--- src/rtl/cpu_pkg.sv ---
// Shared constants for the multi-cycle CPU: trap cause codes, reset PC and trap vector,
// plus the next-PC target helper used by the PC/trap datapath.
package cpu_pkg;

   localparam logic [31:0] CAUSE_ILLEGAL       = 32'h1;
   localparam logic [31:0] CAUSE_OVERFLOW      = 32'h2;
   localparam logic [31:0] CAUSE_MISALIGN      = 32'h3;
   localparam logic [31:0] TRAP_VECTOR_DEFAULT = 32'h300;
   localparam logic [31:0] RESET_PC_DEFAULT    = 32'h0;

   // JALR targets drop bit 0 of the computed address before the alignment check.
   function automatic logic [31:0] next_pc_target(input logic [31:0] alu_result,
                                                  input logic        is_jalr);
      logic [31:0] t;
      t = alu_result;
      if (is_jalr) t[0] = 1'b0;
      return t;
   endfunction

endpackage

--- src/rtl/sat_counter.sv ---
// Event counter with asynchronous clear; SATURATE selects holding at all-ones
// instead of wrapping modulo 2^W.
module sat_counter #(
   parameter int W        = 32,
   parameter bit SATURATE = 1'b0
) (
   input  logic         clk,
   input  logic         reset,
   input  logic         inc,
   output logic [W-1:0] count
);

   // NOTE: sequential state is assigned with <= so every register samples pre-edge values.
   always_ff @(posedge clk or posedge reset) begin
      if (reset) begin
         count <= '0;
      end else if (inc) begin
         if (!(SATURATE && (&count))) count <= count + 1'b1;
      end
   end

endmodule

--- src/rtl/pc_trap_unit.sv ---
// PC, OldPC, EPC and cause ownership for the multi-cycle CPU, with sticky halt,
// misaligned-target rejection and retire/trap debug counters.
module pc_trap_unit
   import cpu_pkg::*;
#(
   parameter logic [31:0] RESET_PC    = RESET_PC_DEFAULT,
   parameter logic [31:0] TRAP_VECTOR = TRAP_VECTOR_DEFAULT,
   parameter int          CNT_W       = 32
) (
   input  logic             clk,
   input  logic             reset,
   input  logic             pc_write,
   input  logic             ir_write,
   input  logic             is_jalr,
   input  logic             trap,
   input  logic             cause_write,
   input  logic [31:0]      cause_code,
   input  logic             halt,
   input  logic [31:0]      alu_result,
   output logic [31:0]      pc,
   output logic [31:0]      old_pc,
   output logic [31:0]      epc,
   output logic [31:0]      cause,
   output logic             halted,
   output logic             misalign,
   output logic [CNT_W-1:0] retire_cnt,
   output logic [CNT_W-1:0] trap_cnt
);

   logic [31:0] target;
   logic        target_ok;
   logic        active;
   logic        misalign_req;
   logic        retire_inc;
   logic        trap_inc;

   // NOTE: every always_comb output is assigned before any condition, so no latch can form.
   always_comb begin
      target       = next_pc_target(alu_result, is_jalr);
      target_ok    = (target[1:0] == 2'b00);
      // A halt strobe freezes its own cycle as well as every later one.
      active       = !halted && !halt;
      misalign_req = active && pc_write && !trap && !target_ok;
      retire_inc   = active && ir_write;
      trap_inc     = active && trap;
   end

   always_ff @(posedge clk or posedge reset) begin
      if (reset) begin
         pc       <= RESET_PC;
         old_pc   <= '0;
         epc      <= '0;
         cause    <= '0;
         halted   <= 1'b0;
         misalign <= 1'b0;
      end else begin
         misalign <= misalign_req;
         if (halt) halted <= 1'b1;
         if (active) begin
            if (ir_write) old_pc <= pc;
            if (trap) begin
               pc  <= TRAP_VECTOR;
               epc <= old_pc;
            end else if (pc_write && target_ok) begin
               pc <= target;
            end
            // An explicit cause write wins over the misaligned-target cause.
            if (cause_write)       cause <= cause_code;
            else if (misalign_req) cause <= CAUSE_MISALIGN;
         end
      end
   end

   sat_counter #(.W(CNT_W), .SATURATE(1'b0)) u_retire_cnt (
      .clk   (clk),
      .reset (reset),
      .inc   (retire_inc),
      .count (retire_cnt)
   );

   sat_counter #(.W(CNT_W), .SATURATE(1'b1)) u_trap_cnt (
      .clk   (clk),
      .reset (reset),
      .inc   (trap_inc),
      .count (trap_cnt)
   );

endmodule
--- config.mk ---
export PLATFORM = sky130hd
export DESIGN_NAME = pc_trap_unit
export DESIGN_NICKNAME = d
export VERILOG_FILES = /design/src/rtl/cpu_pkg.sv /design/src/rtl/sat_counter.sv /design/src/rtl/pc_trap_unit.sv
export SDC_FILE = /design/constraint.sdc
export NUM_CORES = 1
export LEC_CHECK = 0
export ABC_CLOCK_PERIOD_IN_PS = 12700
export CAP_MARGIN = 20
export CORE_MARGIN = 5
export CORE_UTILIZATION = 40
export DETAILED_ROUTE_END_ITERATION = 10
export GPL_TIMING_DRIVEN = 0
export MAX_ROUTING_LAYER = met4
export PLACE_DENSITY = 0.76
export SLEW_MARGIN = 15
export SYNTH_ARGS = -nofsm -noshare
export SYNTH_HDL_FRONTEND = slang
export SYNTH_HIERARCHICAL = 1
export SYNTH_SLANG_ARGS = --single-unit
--- constraint.sdc ---
create_clock -name clk -period 12.7 [get_ports clk]
set_input_delay 2.54 -clock clk [delete_from_list [all_inputs] [get_ports clk]]
set_output_delay 2.54 -clock clk [all_outputs]
set_load 0.01 [all_outputs]
==> results of run 1 <==
==> power groups by stage <==
stage	clock [W]	sequential [W]	combinational, W
2_1_floorplan	0	0.000660	0.0000216
3_3_place_gp	0	0.000654	0.0000889
3_5_place_dp	0	0.000654	0.0000925
4_1_cts	0.000546	0.000642	0.0000929
5_1_grt	0.000576	0.000644	0.0000992
6_report	0.000533	0.000642	0.0000908
==> Yosys cell counts, drive strengths merged <==
| library cell | n |
|---|---|
| xor2 | 21 |
| xnor2 | 40 |
| o31a | 2 |
| o211ai | 2 |
| dfrtp | 194 |
| ha | 2 |
| nand2b | 5 |
| nand3 | 23 |
| o311a | 1 |
| clkbuf | 10 |
| nand2 | 83 |
| buf | 15 |
| o21ai | 30 |
| or3 | 1 |
| or4 | 1 |
| inv | 11 |
| nor3 | 12 |
| nor4 | 9 |
| a22oi | 2 |
| a221o | 1 |
| a211oi | 1 |
| a31oi | 2 |
| and4 | 10 |
| nor2b | 2 |
| a21oi | 1 |
| nor4b | 1 |
| and3 | 12 |
| nor3b | 4 |
| nor2 | 9 |
| or3b | 2 |
| and2 | 8 |
| a22o | 27 |
| mux2 | 66 |
| nand4 | 20 |
| or2 | 2 |
==> worst register-to-register path, stage by stage (launching register included) <==
cell                       delay (ns)
sky130_fd_sc_hd__dfrtp_1         0.46
sky130_fd_sc_hd__nor3b_2         0.51
sky130_fd_sc_hd__buf_2           0.44
sky130_fd_sc_hd__and3_1          0.24
sky130_fd_sc_hd__and3_1          0.15
sky130_fd_sc_hd__clkbuf_1        0.28
sky130_fd_sc_hd__o311a_1         0.42
sky130_fd_sc_hd__nand4_1         0.16
sky130_fd_sc_hd__xnor2_1         0.16
==> sequential cells by signal, indices dropped and copies added, names as in the netlist <==
| name | flops |
|---|---|
| misalign | 1 |
| halted | 1 |
| u_retire_cnt/count | 32 |
| u_trap_cnt/count | 32 |
| pc | 32 |
| epc | 32 |
| old_pc | 32 |
| cause | 32 |
==> through the flow <==
stage | std cells | area [um2] | utilization | worst slack [ns]
final | 1197 | 11600 | 0.594 | 7.42
after global routing | 1197 | 11600 | 0.594 | 7.27
after CTS | 1196 | 11600 | 0.594 | 7.39
after detailed placement | 1164 | 11000 | 0.564 | 6.98
after global placement | 1162 | 11000 | 0.561 | 4.65
after floorplan | 632 | 8000 | - | 6.69
==> cell families (layout without fill, tap and decap cells) <==
| family | after synthesis | count (layout) | synth area share |
|---|---|---|---|
| simple gates | 204 | 204 | 0.146 |
| fa+ha+maj | 2 | 2 | 0.00313 |
| other cells | 0 | 1 | 0 |
| xor+xnor | 61 | 61 | 0.0668 |
| mux | 66 | 66 | 0.0929 |
| flops | 194 | 194 | 0.607 |
| buf+inv | 36 | 335 | 0.0222 |
| compound gates | 69 | 69 | 0.0615 |
==> worst min path at each step <==
stage | from | to | cells after the start
after floorplan | u_retire_cnt/count[31]$_DFFE_PP0P_ | u_retire_cnt/count[31]$_DFFE_PP0P_ | 1
after global placement | u_retire_cnt/count[31]$_DFFE_PP0P_ | u_retire_cnt/count[31]$_DFFE_PP0P_ | 1
after detailed placement | u_retire_cnt/count[31]$_DFFE_PP0P_ | u_retire_cnt/count[31]$_DFFE_PP0P_ | 1
after CTS | u_retire_cnt/count[31]$_DFFE_PP0P_ | u_retire_cnt/count[31]$_DFFE_PP0P_ | 1
after global routing | u_retire_cnt/count[26]$_DFFE_PP0P_ | u_retire_cnt/count[26]$_DFFE_PP0P_ | 1
final | u_retire_cnt/count[31]$_DFFE_PP0P_ | u_retire_cnt/count[31]$_DFFE_PP0P_ | 1
==> layout make-up <==
cell class / count / area [um2]
timing repair buffer: 267 / 2710
clock buffer: 19 / 453
clock inverter: 13 / 138
inverter: 11 / 46.3
tap: 265 / 332
fill: 1625 / 7960
antenna: 1 / 2.50
sequential: 194 / 4850
buffer: 25 / 136
multi-input combinational: 402 / 2970
==> per-layer routing <==
metal	up-vias	track usage
met5	-	-
met4	0	0.0435
met3	15	0.0742
met2	228	0.310
met1	2953	0.242
li1	2793	-
==> run_summary.xml, run 1 <==
<?xml version="1.0" encoding="UTF-8"?>
<metrics>
  <group name="routing">
    <metric name="met3_wirelength" unit="mm">2.08</metric>
    <metric name="via_count" unit="">5989</metric>
    <metric name="highest_layer" unit="">met4</metric>
    <metric name="drt-vias-per-instance" unit="">5.00</metric>
    <metric name="route.detailed.wl_per_inst" unit="um">18.3</metric>
    <metric name="drt_iter0_drc" unit="">203</metric>
    <metric name="drt_pre_antenna_iters" unit="">4</metric>
    <metric name="wl_met1" unit="mm">8.99</metric>
    <metric name="routed_wl" unit="mm">21.9</metric>
    <metric name="route.met2.wl" unit="mm">10.5</metric>
    <metric name="detail_route.drc_violations" unit="">0</metric>
    <metric name="route.antenna.remaining_nets" unit="">0</metric>
  </group>
  <group name="cts">
    <metric name="cts_buffer_depth" unit="">2</metric>
    <metric name="numCtsBuffers" unit="">17</metric>
    <metric name="worst_setup_hold_path_clk_slew" unit="ns">0.07</metric>
    <metric name="postCtsResizedCells" unit="">0</metric>
    <metric name="cts_post_setup_buffers_inserted" unit="">0</metric>
    <metric name="worst_skew_pair.late_latency" unit="ns">0.42</metric>
    <metric name="cts_tree" unit="">yes</metric>
    <metric name="ctsRootBufferMaster" unit="">sky130_fd_sc_hd__clkbuf_16</metric>
    <metric name="cts.htree.levels" unit="">4</metric>
    <metric name="cts.hold.buffers_added" unit="">0</metric>
    <metric name="cts_sink_count" unit="">194</metric>
  </group>
  <group name="global_routing">
    <metric name="grt.overflow.total" unit="">0</metric>
    <metric name="first_global_vias" unit="">6277</metric>
    <metric name="largest_net_degree_at_the_start_of_global_routing" unit="">77</metric>
    <metric name="wire_length_of_the_first_global_routing_pass" unit="mm">33.9</metric>
    <metric name="antenna_found_initial" unit="">1</metric>
    <metric name="grt_usage" unit="">0.196</metric>
  </group>
  <group name="sta">
    <metric name="rsz_0062_raised_after_global_routing" unit="">false</metric>
    <metric name="fin_crit" unit="ns">5.28</metric>
    <metric name="worst_slew_pin_slew" unit="ns">0.670</metric>
    <metric name="timing_hold_violations_final" unit="">0</metric>
    <metric name="max_freq" unit="GHz">0.189</metric>
    <metric name="final_period_utilization" unit="">0.416</metric>
    <metric name="setup_tns" unit="ns">0</metric>
    <metric name="final_slew_violations" unit="">0</metric>
    <metric name="hold_slack" unit="ns">0.471</metric>
    <metric name="setup_viol_count_final" unit="">0</metric>
    <metric name="worst_slew_margin_rel" unit="">0.553</metric>
    <metric name="finalClockSkew" unit="ns">0.00952</metric>
  </group>
  <group name="setup_path">
    <metric name="slowest_stage_cell_on_the_critical_path" unit="">sky130_fd_sc_hd__clkdlybuf4s50_1</metric>
    <metric name="worst_path_most_repeated_cell" unit="">sky130_fd_sc_hd__and3_1</metric>
    <metric name="critical_path.max_stage_delay" unit="ns">0.64</metric>
    <metric name="critPathCaptureType" unit="">flip-flop</metric>
    <metric name="crit-reg2reg-capture" unit="">u_trap_cnt/count[31]$_DFFE_PP0P_</metric>
    <metric name="end_point_of_the_critical_path" unit="">u_trap_cnt/count[31]$_DFFE_PP0P_</metric>
    <metric name="cp-start-kind" unit="">primary input</metric>
    <metric name="type_of_the_worst_setup_path" unit="">in -&gt; reg</metric>
    <metric name="worst-path-max-fanout" unit="">13</metric>
    <metric name="worst-r2r-setup-slack" unit="ns">9.76</metric>
    <metric name="worst_ep_arrival_time" unit="ns">5.57</metric>
    <metric name="timing.critical_path.depth" unit="">9</metric>
    <metric name="r2r.worst_path.cells" unit="">8</metric>
    <metric name="critical_path_buf_inv_count" unit="">3</metric>
    <metric name="critical_path.cell_chain" unit="">clkdlybuf4s50_1 &gt; nor3b_2 &gt; buf_2 &gt; and3_1 &gt; and3_1 &gt; clkbuf_1 &gt; o311a_1 &gt; nand4_1 &gt; xnor2_1</metric>
    <metric name="critPathRequiredTime" unit="ns">12.99</metric>
    <metric name="timing.critical_path.from" unit="">trap</metric>
    <metric name="rr_startpoint" unit="">halted$_DFFE_PP0P_</metric>
    <metric name="crit_family" unit="">buffers and inverters</metric>
  </group>
  <group name="status">
    <metric name="run_status" unit="">finished, final reports clean</metric>
  </group>
  <group name="power_and_ir_drop">
    <metric name="worst_ir_drop_vdd" unit="V">0.0000957</metric>
    <metric name="power_internal" unit="W">0.000959</metric>
    <metric name="power_density" unit="mW/mm2">109</metric>
    <metric name="power.clock.fraction" unit="">0.421</metric>
    <metric name="swShare" unit="">0.243</metric>
    <metric name="combinationalPowerShare" unit="">0.072</metric>
    <metric name="total_power" unit="W">0.00127</metric>
    <metric name="net-switching-power" unit="W">0.000308</metric>
    <metric name="seq_power_share" unit="">0.507</metric>
    <metric name="leakagePower" unit="nW">5.18</metric>
  </group>
  <group name="flow_run">
    <metric name="drv.max_cap_violation_count" unit="">0</metric>
  </group>
  <group name="die">
    <metric name="top_level_pins" unit="">266</metric>
    <metric name="fp.dieArea" unit="mm2">0.0229</metric>
    <metric name="die_h" unit="um">151</metric>
    <metric name="core_area" unit="mm2">0.0196</metric>
    <metric name="start_util" unit="">0.408</metric>
    <metric name="die-width" unit="um">151</metric>
    <metric name="floorplan.rows" unit="">51</metric>
  </group>
  <group name="placed_design">
    <metric name="gp_congestion" unit="">0.857</metric>
    <metric name="number_of_input_and_output_port_buffers_inserted" unit="">265</metric>
    <metric name="placed_wire_length_estimate" unit="mm">16.3</metric>
  </group>
  <group name="min_path">
    <metric name="worst_hold_path_class" unit="">reg -&gt; reg</metric>
  </group>
  <group name="logic_synthesis">
    <metric name="seq_area_frac_synth" unit="">0.607</metric>
    <metric name="ys_types" unit="">52</metric>
    <metric name="post_synth_main_area_contributors" unit="">sky130_fd_sc_hd__dfrtp_1, sky130_fd_sc_hd__mux2_2, sky130_fd_sc_hd__xnor2_1</metric>
    <metric name="syn_area_per_cell" unit="um2">12.7</metric>
    <metric name="synthDominantAreaCellType" unit="">sky130_fd_sc_hd__dfrtp_1</metric>
    <metric name="synth_top_cell_area_share" unit="">0.607</metric>
    <metric name="yosys_warnings" unit="">6</metric>
    <metric name="postSynthNetCount" unit="">706</metric>
    <metric name="synth_cells" unit="">632</metric>
    <metric name="synth.ff_latch_count" unit="">194</metric>
    <metric name="netlist_area" unit="mm2">0.00800</metric>
  </group>
  <group name="final_layout">
    <metric name="final_net_count" unit="">992</metric>
    <metric name="most_common_library_cell_in_the_layout_ignoring_fill_and_taps" unit="">sky130_fd_sc_hd__clkdlybuf4s50_1</metric>
    <metric name="area_added_between_synthesis_and_finish" unit="%">45.5</metric>
    <metric name="layout.cells.most_common_list" unit="">sky130_fd_sc_hd__clkdlybuf4s50_1, sky130_fd_sc_hd__dfrtp_1, sky130_fd_sc_hd__nand2_1, sky130_fd_sc_hd__mux2_2, sky130_fd_sc_hd__xnor2_1</metric>
    <metric name="share_of_cells_above_drive_strength_1" unit="">0.153</metric>
  </group>
</metrics>
Power figures use the tool's default switching activity.
==> run 2, diff against run 1 <==
- ABC_CLOCK_PERIOD_IN_PS: 12700 -> 5200
- clock period: 12.7 -> 5.2 ns (I/O delays scaled with it)
==> results of run 2 <==
Same layout as run 1 (identical final DEF). Status: finished, final reports clean.
Among the figures that moved: setup slack after placement 6.98 ns -> 0.976 ns; setup slack after layout 7.42 ns -> 1.42 ns; register-to-register setup slack 9.76 ns -> 2.26 ns; total power 0.00127 W -> 0.00309 W; worst IR drop on VDD 0.0000957 V -> 0.000234 V
==> run 3, diff against run 2 <==
- ABC_CLOCK_PERIOD_IN_PS: 5200 -> 3100
- PLACE_DENSITY: 0.76 -> 0.79
- clock period: 5.2 -> 3.1 ns (I/O delays scaled with it)
==> run_summary.xml, run 3 (same netlist as run 1, synthesis figures left out) <==
<?xml version="1.0" encoding="UTF-8"?>
<metrics>
  <group name="cts">
    <metric name="cts.htree.levels" unit="">4</metric>
    <metric name="ctsRootBufferMaster" unit="">sky130_fd_sc_hd__clkbuf_16</metric>
    <metric name="cts.hold.buffers_added" unit="">0</metric>
    <metric name="cts_tree" unit="">yes</metric>
    <metric name="worst_skew_pair.late_latency" unit="ns">0.42</metric>
    <metric name="cts_buffer_depth" unit="">2</metric>
    <metric name="worst_setup_hold_path_clk_slew" unit="ns">0.07</metric>
    <metric name="numCtsBuffers" unit="">17</metric>
    <metric name="cts_sink_count" unit="">194</metric>
  </group>
  <group name="global_routing">
    <metric name="grt.overflow.total" unit="">0</metric>
    <metric name="wire_length_of_the_first_global_routing_pass" unit="mm">34.8</metric>
    <metric name="first_global_vias" unit="">6237</metric>
    <metric name="largest_net_degree_at_the_start_of_global_routing" unit="">33</metric>
    <metric name="grt_usage" unit="">0.203</metric>
    <metric name="antenna_found_initial" unit="">0</metric>
  </group>
  <group name="routing">
    <metric name="detail_route.drc_violations" unit="">0</metric>
    <metric name="routed_wl" unit="mm">22.2</metric>
    <metric name="route.detailed.wl_per_inst" unit="um">18.5</metric>
    <metric name="drt_iter0_drc" unit="">250</metric>
    <metric name="drt-vias-per-instance" unit="">5.05</metric>
    <metric name="via_count" unit="">6060</metric>
    <metric name="route.antenna.remaining_nets" unit="">0</metric>
    <metric name="drt_pre_antenna_iters" unit="">4</metric>
  </group>
  <group name="die">
    <metric name="die_h" unit="um">151</metric>
    <metric name="die-width" unit="um">151</metric>
    <metric name="floorplan.rows" unit="">51</metric>
    <metric name="start_util" unit="">0.408</metric>
    <metric name="core_area" unit="mm2">0.0196</metric>
    <metric name="fp.dieArea" unit="mm2">0.0229</metric>
    <metric name="top_level_pins" unit="">266</metric>
  </group>
  <group name="setup_path">
    <metric name="critPathRequiredTime" unit="ns">3.41</metric>
    <metric name="timing.critical_path.depth" unit="">9</metric>
    <metric name="critical_path.max_stage_delay" unit="ns">0.66</metric>
    <metric name="critPathCaptureType" unit="">flip-flop</metric>
    <metric name="r2r.worst_path.cells" unit="">7</metric>
    <metric name="critical_path_buf_inv_count" unit="">3</metric>
    <metric name="worst_path_most_repeated_cell" unit="">sky130_fd_sc_hd__and3_1</metric>
    <metric name="crit_family" unit="">buffers and inverters</metric>
    <metric name="slowest_stage_cell_on_the_critical_path" unit="">sky130_fd_sc_hd__clkdlybuf4s50_1</metric>
    <metric name="type_of_the_worst_setup_path" unit="">in -&gt; reg</metric>
    <metric name="worst_ep_arrival_time" unit="ns">3.27</metric>
    <metric name="critical_path.cell_chain" unit="">clkdlybuf4s50_1 &gt; nor3b_4 &gt; clkbuf_4 &gt; and3_1 &gt; and3_1 &gt; clkbuf_1 &gt; o311a_1 &gt; nand4_1 &gt; xnor2_1</metric>
    <metric name="worst-path-max-fanout" unit="">13</metric>
    <metric name="cp-start-kind" unit="">primary input</metric>
  </group>
  <group name="min_path">
    <metric name="holdPathStages" unit="">1</metric>
    <metric name="worst_hold_path_class" unit="">reg -&gt; reg</metric>
  </group>
  <group name="power_and_ir_drop">
    <metric name="worst_ir_drop_vdd" unit="V">0.000362</metric>
    <metric name="power_density" unit="mW/mm2">457</metric>
    <metric name="total_power" unit="W">0.00538</metric>
    <metric name="leakagePower" unit="nW">5.23</metric>
  </group>
  <group name="placed_design">
    <metric name="gp_congestion" unit="">0.871</metric>
    <metric name="number_of_input_and_output_port_buffers_inserted" unit="">265</metric>
    <metric name="post-place-ws" unit="ns">-0.866</metric>
    <metric name="placed_wire_length_estimate" unit="mm">16.7</metric>
    <metric name="placed_cells" unit="">1167</metric>
  </group>
  <group name="sta">
    <metric name="hold_slack" unit="ns">0.472</metric>
    <metric name="worst_slew_margin_rel" unit="">0.515</metric>
    <metric name="timing_hold_violations_final" unit="">0</metric>
    <metric name="fin_crit" unit="ns">2.96</metric>
    <metric name="max_freq" unit="GHz">0.338</metric>
    <metric name="final.setup.worst_slack" unit="ns">0.142</metric>
    <metric name="rsz_0062_raised_after_global_routing" unit="">false</metric>
    <metric name="setup_viol_count_final" unit="">0</metric>
    <metric name="worst_slew_pin_slew" unit="ns">0.726</metric>
    <metric name="finalClockSkew" unit="ns">0.00901</metric>
    <metric name="final_period_utilization" unit="">0.954</metric>
    <metric name="setup_tns" unit="ns">0</metric>
    <metric name="final_slew_violations" unit="">0</metric>
  </group>
  <group name="final_layout">
    <metric name="register_area" unit="mm2">0.00485</metric>
    <metric name="most_common_library_cell_in_the_layout_ignoring_fill_and_taps" unit="">sky130_fd_sc_hd__clkdlybuf4s50_1</metric>
    <metric name="area_added_between_synthesis_and_finish" unit="%">47.1</metric>
    <metric name="final-instance-count-excl-fill" unit="">1200</metric>
    <metric name="antenna-diode-count" unit="">0</metric>
    <metric name="share_of_cells_above_drive_strength_1" unit="">0.156</metric>
    <metric name="final_net_count" unit="">996</metric>
    <metric name="multi_input_area" unit="mm2">0.00297</metric>
    <metric name="layout.cells.most_common_list" unit="">sky130_fd_sc_hd__clkdlybuf4s50_1, sky130_fd_sc_hd__dfrtp_1, sky130_fd_sc_hd__nand2_1, sky130_fd_sc_hd__mux2_2, sky130_fd_sc_hd__xnor2_1</metric>
    <metric name="fillerInstances" unit="">1572</metric>
  </group>
  <group name="status">
    <metric name="run_status" unit="">finished, final reports clean</metric>
  </group>
  <group name="flow_run">
    <metric name="drv.max_cap_violation_count" unit="">0</metric>
  </group>
</metrics>
## run 3: cell type report
type                    count  area share
plain buffers              25      0.0120
clock buffers              17      0.0362
clock inverters            15      0.0187
inverters                  11     0.00383
multi-input cells         402       0.253
flip-flops and latches    194       0.413
well taps                 265      0.0282
repair buffers            271       0.236
## run 3: worst register-to-register path, cell delays in order (launching register included)
cell and delay, ns:
sky130_fd_sc_hd__dfrtp_1 0.48, sky130_fd_sc_hd__or2_2 0.37, sky130_fd_sc_hd__nor2_2 0.24, sky130_fd_sc_hd__clkbuf_4 0.36, sky130_fd_sc_hd__and4_2 0.37, sky130_fd_sc_hd__nand3_4 0.17
sky130_fd_sc_hd__nor4_1 0.36, sky130_fd_sc_hd__xor2_1 0.17
## run 3: metal layers
metal  vias up  track usage  wire length [um]
met5         -            -                 0
met1      3000        0.255              9200
met3        21       0.0682              1910
met2       233        0.316             10700
li1       2806            -                 -
met4         0       0.0517               330
## run 3: per-stage QoR
stage | cell area (um2) | utilization
floorplan | 8000 | -
global placement | 11000 | 0.561
detailed placement | 11100 | 0.567
CTS | 11800 | 0.600
global route | 11800 | 0.601
finish | 11800 | 0.601
## run 3: timing repair
action                     4_1_cts  5_1_grt
gates resized for setup          1        2
setup endpoints to repair       16        8
cloned                           0        0
setup buffers                    1        0
## run 3: where the power goes
part | internal, W | switching, W | total (W)
logic | 0.000225 | 0.000158 | 0.000383
clock network | 0.00131 | 0.00105 | 0.00237
registers | 0.00259 | 0.0000423 | 0.00263
## run 3: path summary, 6_finish.rpt
kind                                                    startpoint                                 end  slack (ns)
worst min-delay path            u_retire_cnt/count[31]$_DFFE_PP0P_  u_retire_cnt/count[31]$_DFFE_PP0P_        0.47
worst min register to register  u_retire_cnt/count[31]$_DFFE_PP0P_  u_retire_cnt/count[31]$_DFFE_PP0P_        0.47
max in group asynchronous                                    reset                 epc[27]$_DFFE_PP0P_        1.51
worst max-delay path                                          trap    u_trap_cnt/count[27]$_DFFE_PP0P_        0.14
worst max register to register                  halted$_DFFE_PP0P_  u_retire_cnt/count[25]$_DFFE_PP0P_        0.54
min in group asynchronous                                    reset    u_trap_cnt/count[12]$_DFFE_PP0P_        0.74
